===== config.mk =====
export PLATFORM = sky130hd
export DESIGN_NAME = reaction_ctrl
export DESIGN_NICKNAME = d
export VERILOG_FILES = /design/src/rtl/reaction_pkg.sv /design/src/rtl/reaction_ctrl_bcd_counter.sv /design/src/rtl/reaction_ctrl.sv
export SDC_FILE = /design/constraint.sdc
export NUM_CORES = 1
export LEC_CHECK = 0
export ABC_CLOCK_PERIOD_IN_PS = 2020
export CORE_MARGIN = 10
export CORE_UTILIZATION = 52
export CTS_BUF_LIST = sky130_fd_sc_hd__clkbuf_4 sky130_fd_sc_hd__clkbuf_8 sky130_fd_sc_hd__clkbuf_16
export CTS_CLUSTER_DIAMETER = 100
export DETAILED_ROUTE_END_ITERATION = 8
export PLACE_DENSITY = 0.86
export SLEW_MARGIN = 25
export SYNTH_ARGS = -nofsm -noshare
export SYNTH_HDL_FRONTEND = slang
export SYNTH_SLANG_ARGS = --single-unit

===== constraint.sdc =====
create_clock -name clock -period 2.02 [get_ports clock]
set_clock_uncertainty 0.2 [all_clocks]
set_input_delay 0.303 -clock clock [delete_from_list [all_inputs] [get_ports clock]]
set_output_delay 0.303 -clock clock [all_outputs]
set_load 0.05 [all_outputs]

===== src/rtl/reaction_pkg.sv =====
// Shared definitions for the reaction-time game controller:
// the state encoding and the BCD nibble width.
package reaction_pkg;

  localparam int NIBBLE_W = 4;

  typedef enum logic [2:0] {
    ST_IDLE      = 3'd0,
    ST_COUNTDOWN = 3'd1,
    ST_REACTION  = 3'd2,
    ST_SCORE     = 3'd3,
    ST_FAULT     = 3'd4
  } state_e;

endpackage


===== src/rtl/reaction_ctrl_bcd_counter.sv =====
// Packed-BCD up-counter holding the running reaction time.
// It saturates at all-9s; clr takes priority over inc.
module bcd_counter
  import reaction_pkg::*;
#(
  parameter int DIGITS = 4
) (
  input  logic                       clock,
  input  logic                       reset_n,
  input  logic                       inc,
  input  logic                       clr,
  output logic [NIBBLE_W*DIGITS-1:0] value,
  output logic                       all_nines
);

  localparam int W = NIBBLE_W * DIGITS;
  localparam logic [W-1:0] NINES = {DIGITS{4'h9}};

  logic [W-1:0] r_value;
  logic [W-1:0] w_next;
  logic         w_carry;

  // Ripple the +1 through the digits, wrapping each 9 to 0.
  always_comb begin
    w_next  = r_value;
    w_carry = 1'b1;
    for (int i = 0; i < DIGITS; i++) begin
      if (w_carry) begin
        if (r_value[i*NIBBLE_W +: NIBBLE_W] == 4'd9) begin
          w_next[i*NIBBLE_W +: NIBBLE_W] = 4'd0;
        end else begin
          w_next[i*NIBBLE_W +: NIBBLE_W] = r_value[i*NIBBLE_W +: NIBBLE_W] + 4'd1;
          w_carry = 1'b0;
        end
      end else begin
        w_next[i*NIBBLE_W +: NIBBLE_W] = r_value[i*NIBBLE_W +: NIBBLE_W];
      end
    end
  end

  // Count register.
  always_ff @(posedge clock or negedge reset_n) begin
    if (!reset_n) begin
      r_value <= '0;
    end else if (clr) begin
      r_value <= '0;
    end else if (inc && !all_nines) begin
      r_value <= w_next;
    end else begin
      r_value <= r_value;
    end
  end

  assign all_nines = (r_value == NINES);
  assign value     = r_value;

endmodule


===== src/rtl/reaction_ctrl.sv =====
// Reaction-time game controller: countdown, timed reaction window,
// false-start detection and best-score tracking in packed BCD.
module reaction_ctrl
  import reaction_pkg::*;
#(
  parameter int CLK_DIV  = 50000,
  parameter int DIGITS   = 4,
  parameter int CD_TICKS = 2000
) (
  input  logic                       clock,
  input  logic                       reset_n,
  input  logic                       start,
  input  logic                       react,
  input  logic                       clear,
  output logic [2:0]                 state,
  output logic                       go_led,
  output logic [NIBBLE_W*DIGITS-1:0] time_bcd,
  output logic [NIBBLE_W*DIGITS-1:0] best_bcd,
  output logic                       new_best,
  output logic                       false_start
);

  localparam int W       = NIBBLE_W * DIGITS;
  localparam int PRESC_W = $clog2(CLK_DIV);
  localparam int CD_W    = $clog2(CD_TICKS + 1);
  localparam logic [W-1:0] NINES = {DIGITS{4'h9}};

  state_e             r_state;
  logic [PRESC_W-1:0] r_presc;
  logic [CD_W-1:0]    r_cd_cnt;
  logic               r_timed_out;
  logic               r_score_first;
  logic [W-1:0]       r_best;
  logic               r_new_best;
  logic               r_go_led;
  logic               r_false_start;

  logic               w_tick;
  logic               w_inc;
  logic               w_clr;
  logic [W-1:0]       w_time;
  logic               w_all_nines;

  assign w_tick = (r_presc == PRESC_W'(CLK_DIV - 1));
  // A tick coinciding with react (or clear) is not counted.
  assign w_inc  = (r_state == ST_REACTION) && w_tick && !react && !clear;
  assign w_clr  = (r_state == ST_IDLE) && start && !clear;

  bcd_counter #(
    .DIGITS(DIGITS)
  ) u_time (
    .clock    (clock),
    .reset_n  (reset_n),
    .inc      (w_inc),
    .clr      (w_clr),
    .value    (w_time),
    .all_nines(w_all_nines)
  );

  // Game FSM with prescaler, countdown, best-score update and registered flags.
  always_ff @(posedge clock or negedge reset_n) begin
    if (!reset_n) begin
      r_state       <= ST_IDLE;
      r_presc       <= '0;
      r_cd_cnt      <= '0;
      r_timed_out   <= 1'b0;
      r_score_first <= 1'b0;
      r_best        <= NINES;
      r_new_best    <= 1'b0;
      r_go_led      <= 1'b0;
      r_false_start <= 1'b0;
    end else begin
      r_new_best <= 1'b0;
      r_presc    <= w_tick ? '0 : r_presc + PRESC_W'(1);
      if (clear) begin
        if (r_state != ST_IDLE) begin
          r_state <= ST_IDLE;
          r_presc <= '0;
        end
        r_score_first <= 1'b0;
        r_go_led      <= 1'b0;
        r_false_start <= 1'b0;
      end else begin
        case (r_state)
          ST_IDLE: begin
            if (start) begin
              r_state     <= ST_COUNTDOWN;
              r_presc     <= '0;
              r_cd_cnt    <= '0;
              r_timed_out <= 1'b0;
            end
          end
          ST_COUNTDOWN: begin
            // react is checked first so it beats the final tick
            if (react) begin
              r_state       <= ST_FAULT;
              r_presc       <= '0;
              r_false_start <= 1'b1;
            end else if (w_tick) begin
              if (r_cd_cnt == CD_W'(CD_TICKS - 1)) begin
                r_state  <= ST_REACTION;
                r_presc  <= '0;
                r_go_led <= 1'b1;
              end else begin
                r_cd_cnt <= r_cd_cnt + CD_W'(1);
              end
            end
          end
          ST_REACTION: begin
            if (react || w_all_nines) begin
              r_state       <= ST_SCORE;
              r_presc       <= '0;
              r_go_led      <= 1'b0;
              r_score_first <= 1'b1;
              r_timed_out   <= !react;
            end
          end
          ST_SCORE: begin
            if (r_score_first) begin
              r_score_first <= 1'b0;
              if (!r_timed_out && (w_time < r_best)) begin
                r_best     <= w_time;
                r_new_best <= 1'b1;
              end
            end
          end
          ST_FAULT: begin
            r_false_start <= 1'b1;
          end
          default: begin
            r_state       <= ST_IDLE;
            r_presc       <= '0;
            r_go_led      <= 1'b0;
            r_false_start <= 1'b0;
          end
        endcase
      end
    end
  end

  assign state       = r_state;
  assign go_led      = r_go_led;
  assign time_bcd    = w_time;
  assign best_bcd    = r_best;
  assign new_best    = r_new_best;
  assign false_start = r_false_start;

endmodule


==> After elaboration in Yosys (flattened, before gate mapping) <==
Cells that the tools add are included.
W data, S select, Z words.
{ "classes": {"n_addsub": 6, "eq_ne": 28, "order_cmp": 1, "n_mux": 55, "reduce_logical": 34, "multipliers": 0, "n_shift": 0, "div_mod_pow": 0, "bitwise_logic": 1} }
{ "ops": {"columns": ["cell", "count"], "rows": [
  ["$mux W16", 10],
  ["$pmux W16 S4", 1],
  ["$mux W11", 4],
  ["$eq A16 B16 Y1 const B", 2],
  ["$mux W4", 7],
  ["$pmux W11 S2", 1],
  ["$mux W3", 7],
  ["$mux W1", 20],
  ["$add A16 B1 Y16 const B", 1],
  ["$add A4 B1 Y4 const B", 4],
  ["$eq A4 B4 Y1 const B", 4],
  ["$lt A16 B16 Y1", 1],
  ["$ne A3 B3 Y1 const B", 5],
  ["$pmux W3 S4", 1],
  ["$reduce_and A6 Y1", 2],
  ["$reduce_bool A2 Y1", 6],
  ["$add A11 B1 Y11 const B", 1],
  ["$eq A11 B11 Y1 const B", 1],
  ["$ne A2 B1 Y1 const B", 5],
  ["$reduce_and A2 Y1", 5],
  ["$ne A2 B2 Y1 const B", 4],
  ["$ne A4 B4 Y1 const B", 2],
  ["$reduce_and A4 Y1", 2],
  ["$logic_and A1 B1 Y1", 7],
  ["14 further kinds", 22]
]} }
{ "word_totals": {"register_bits": 67, "latchBits": 0, "wordCells": 138, "n_memories": 0, "ramBits": 0, "romBits": 0, "out_inout_bits": 38, "in_bits": 5} }

==> Longest topological paths before layout <==
{ "depth": {"depth_word": 7, "ltp_mapped": 8, "ltp_nobuf": 7} }

==> By module <==
A second synthesis with hierarchy kept.
{ "unflattened": {"hier_cells": 428, "area_unflattened_um2": 4078.9} }
{ "by_module_without_submodules": {"columns": ["module", "seq_area_each_um2", "area_each_um2", "cells_each", "instances"], "rows": [
  ["reaction_ctrl", 1286.2, 2990.4, 319, 1],
  ["bcd_counter", 400.4, 1088.5, 109, 1]
]} }

==> Worst setup path after synthesis <==
No wires, ideal clock.
{ "synth_path": {"kind": "register to register", "startpoint": "register u_time.r_value[12] (netlist: u_time.value[12])", "endpoint": "register r_presc[11]", "required_time_ns": 1.701, "n_path_buf": 1, "setup_time_ns": 0.119, "setup_slack_ns": -0.584, "path_stages_with_launch": 8, "synth_period_minus_slack_ns": 2.604, "arrival_ns": 2.286, "cell_sequence": "dfrtp_1 > ha_1 > nand3b_1 > or4_4 > and3_4 > o21ai_4 > buf_6 > nor2_1"} }
{ "synth_between": {"elab_chain_cells": 5} }
{ "synth_lines": {"columns": ["element", "line_no", "source"], "rows": [
  ["from (decl)", "reaction_ctrl_bcd_counter.sv:19", "logic [W-1:0] r_value;"],
  ["from (signal assigned)", "reaction_ctrl_bcd_counter.sv:48", "r_value <= w_next;"],
  ["from (signal assigned)", "reaction_ctrl_bcd_counter.sv:50", "r_value <= r_value;"],
  ["$eq A16 B16 Y1", "reaction_ctrl_bcd_counter.sv:54", "assign all_nines = (r_value == NINES);"],
  ["$logic_or A1 B1 Y1", "reaction_ctrl.sv:110", "if (react || w_all_nines) begin"],
  ["$mux W16", "reaction_ctrl.sv:110", null],
  ["$pmux W16 S4", "reaction_ctrl.sv:84", "case (r_state)"],
  ["$mux W16", "reaction_ctrl.sv:75", "if (clear) begin"],
  ["to (signal assigned)", "reaction_ctrl.sv:74", "r_presc <= w_tick ? '0 : r_presc + PRESC_W'(1);"],
  ["to (decl)", "reaction_ctrl.sv:29", "logic [PRESC_W-1:0] r_presc;"]
]} }
Every way passes these cells.
A chain may end at the register's enable or synchronous reset.

==> Final worst setup path <==
{ "layout_path": {"startpoint": "register u_time.r_value[1] (netlist: u_time.value[1])", "endpoint": "register u_time.r_value[0] (netlist: u_time.value[0])"} }
{ "layout_between": {"elab_chain_cells": 4, "word_cells_on_any_way": 8, "classes_between": "2 x eq/ne; 3 x mux; 3 x reduce/logical"} }
{ "layout_lines": {"columns": ["element", "line_no", "source"], "rows": [
  ["$eq A4 B4 Y1 or $eq A16 B16 Y1 (tied branches)", "reaction_ctrl_bcd_counter.sv:29, reaction_ctrl_bcd_counter.sv:54", null],
  ["$mux W4 or $logic_not A1 Y1 (tied branches)", "reaction_ctrl_bcd_counter.sv:29, reaction_ctrl_bcd_counter.sv:47", null],
  ["$mux W16 or $logic_and A1 B1 Y1 (tied branches)", "reaction_ctrl_bcd_counter.sv:47", "end else if (inc && !all_nines) begin"],
  ["$mux W16 or $reduce_bool A2 Y1 (tied branches)", null, null]
]} }
Several ways; a longest one is shown, not always the timed one. The select of a mux whose other input is x is not followed.

==> flow_metrics.env <==
export IMPL_diodes=0
export IMPL_cp_start_kind="flip-flop"
export IMPL_violations="negative setup slack"
export IMPL_holdWs_ns=0.195
export IMPL_grt_usage=0.255
export IMPL_clock_path_buffers=2
export IMPL_total_leakage_power_nw=3.10
export IMPL_antenna_found_initial=0
export IMPL_detail_route_iter0_violations=462
export IMPL_dp_hpwl_microns=9550
export IMPL_clock_sinks=67
export IMPL_path_class="flip-flop to flip-flop"
export IMPL_wl_per_cell_microns=23.8
export IMPL_critPathMaxStageDelay_ns=0.57
export IMPL_start_util=0.534
export IMPL_dieArea_sq_um=12500
export IMPL_grt_pass1_vias=5286
export IMPL_finalHoldViolCount=0
export IMPL_cpMaxStageDelayCell="or4_4"
export IMPL_syn_nets=517
export IMPL_async_reset_ff_frac=1.00
export IMPL_end_kind="flip-flop"
export IMPL_synth_commonest_cells="59 x dfrtp_1, 45 x nor2_1, 40 x nand4_1"
export IMPL_synth_area_per_cell_sq_um=9.00
export IMPL_yosys_warnings=0
export IMPL_hold_class="input port to asynchronous set/reset pin"
export IMPL_slew_viol_final=0
export IMPL_synth_most_common_cell="dfrtp_1"
export IMPL_fin_nets=710
export IMPL_synth_top_area_cell="dfrtp_1"
export IMPL_cap_violations=0
export IMPL_period_share=1.16
export IMPL_place_congestion=0.879
export IMPL_relSlewSlack=0.672
export IMPL_cts_max_level=3
export IMPL_yosysSeqAreaShare=0.385
export IMPL_first_pass_iters=5
export IMPL_core_area_sq_um=8220
export IMPL_cts_tree="yes"
export IMPL_yosys_register_bits=67
export IMPL_rsz0062_at_grt="true"
export IMPL_synthCells=487
export IMPL_p_per_area_nw_per_um2=533
export IMPL_clock_latency_ns=0.38
export IMPL_grt_max_degree=54
export IMPL_crit_family="simple AND/OR/NAND/NOR gates"
export IMPL_status="finished with violations"
export IMPL_fillers=390
export IMPL_worst_pin_slew_ns=0.494
export IMPL_die_w_microns=112
export IMPL_path_cells="inv_2, ha_4, nand3b_4, or4_4, buf_8, nand4_4, buf_4, buf_4, nand2_1, a21oi_2"
export IMPL_dp_slack_ns=-0.255
export IMPL_wl_microns=18800
export IMPL_synth_top_cell_area_share=0.337
export IMPL_grt_overflow_total=0
export IMPL_irDropWorstVdd_v=0.000537
export IMPL_drive_gt1_frac=0.520
export IMPL_worst_path_buf_inv=4
export IMPL_drt_vias_per_instance=6.75
export IMPL_syn_to_final_growth_pct=58.5
export IMPL_crit_top_cell="buf_4"
export IMPL_netlist_area_sq_um=4380
export IMPL_io_buffers=42
export IMPL_crit_fanout=6
export IMPL_cts_made_buffers=9
export IMPL_row_count=33
export IMPL_cts_root_buf="clkbuf_8"
export IMPL_arrival_ns=2.45
export IMPL_setup_ws_ns=-0.322
export IMPL_cp_required_ns=2.13
export IMPL_power_w=0.00371
export IMPL_period_needed_ns=2.34
export IMPL_io_pins=43
export IMPL_fmax_mhz=427
export IMPL_die_y_microns=112
export IMPL_num_vias=5334
export IMPL_synth_edf_count=0
export IMPL_fin_util=0.846
export IMPL_synth_area_leaders="dfrtp_1 34%, ha_1 7.1%, nand4_1 5.7%"
export IMPL_antenna_left=0
export IMPL_ys_types=60
export IMPL_drc_errors=0
export IMPL_r2r_slack_ns=-0.32
export IMPL_setup_viol=62
export IMPL_synthFlopType="dfrtp_1"
export IMPL_clkSlewWorstSetupHoldPaths_ns=0.09
export IMPL_grt_pass1_wl_microns=26700
-- layer usage --
layer / vias to the layer above / track usage / part of all wire
met5: - / 0 / 0
met4: 0 / 0.157 / 0.077
met3: 160 / 0.0725 / 0.093
met2: 440 / 0.439 / 0.48
met1: 2517 / 0.269 / 0.35
li1: 2217 / - / -
-- per-stage QoR --
step / cell area, sq um / TNS, ns / instances
after floorplan: 4510 / -10.33 / 487
after global placement: 5820 / -6.69 / 738
after detailed placement: 5820 / -10.07 / 738
after CTS: 6530 / -7.10 / 777
after global routing: 6950 / -15.65 / 790
final: 6950 / -11.76 / 790
-- placed cells by master, fill, tap and decap left out, drive strengths merged, types with 4 or more instances in the layout --
cell    Yosys  final
nand4      43     44
buf         8    198
a21o        5      5
nand3b      5      5
o211ai     24     24
nor2       46     46
nor3       13     13
xnor2       6      6
nand3      38     38
clkbuf     16     11
inv        29     31
mux2i       4      4
o21ai      18     18
o31ai       4      4
or3         7      7
ha         25     25
dfstp       8      8
nand2b      8      8
or4         8      8
and2        4      4
a31oi      12     12
xor2       11     11
a21oi      18     18
dfrtp      59     59
and3        7      7
nand2      26     26
-- flip-flops by register name, indices dropped and copies added (netlist names) --
signal / flops
u_time.value: 16
r_score_first: 1
go_led: 1
r_timed_out: 1
new_best: 1
r_cd_cnt: 11
best_bcd: 16
false_start: 1
r_presc: 16
state: 3
-- where the power goes --
| part | switching (W) | internal [W] | total, W |
|---|---|---|---|
| registers | 0.0000628 | 0.00139 | 0.00145 |
| clock network | 0.000648 | 0.000577 | 0.00122 |
| logic | 0.000586 | 0.000443 | 0.00103 |
| total | 0.00130 | 0.00241 | 0.00371 |
-- worst paths after layout --
path / from / endpoint / depth (start not counted)
min in group clock: best_bcd[4] / best_bcd[4] / 2
setup reg to reg: u_time.value[1] / u_time.value[0] / 10
setup / recovery: u_time.value[1] / u_time.value[0] / 10
max in group asynchronous: reset_n / best_bcd[0] / 3
hold reg to reg: best_bcd[4] / best_bcd[4] / 2
hold / removal: reset_n / best_bcd[13] / 2
-- layout make-up --
| type | instances | area (sq um) | area share |
|---|---|---|---|
| flip-flops and latches | 67 | 1710 | 0.247 |
| inverters | 29 | 111 | 0.0160 |
| multi-input cells | 368 | 3090 | 0.444 |
| well taps | 105 | 131 | 0.0189 |
| repair buffers | 205 | 1710 | 0.246 |
| clock inverters | 7 | 73.8 | 0.0106 |
| clock buffers | 9 | 124 | 0.0178 |
-- cells by family (layout without fill, tap and decap cells) --
family | Yosys count | after routing | share of synthesized area
compound gates | 98 | 98 | 0.154
xor+xnor | 17 | 17 | 0.0340
fa+ha+maj | 25 | 25 | 0.0713
buf+inv | 53 | 250 | 0.0511
flops | 67 | 67 | 0.385
mux | 6 | 6 | 0.0143
simple gates | 221 | 222 | 0.291
-- timing repair --
action | in CTS | in global routing
endpoints found under the setup margin | 64 | 65
resized for setup | 64 | 85
endpoints found under the hold margin | 14 | 0
hold buffers | 1 | 0
cloned | 3 | 1
buffers inserted | 26 | 15
pin swaps | 30 | 51
No activity file was read; power rests on OpenSTA's default activity.
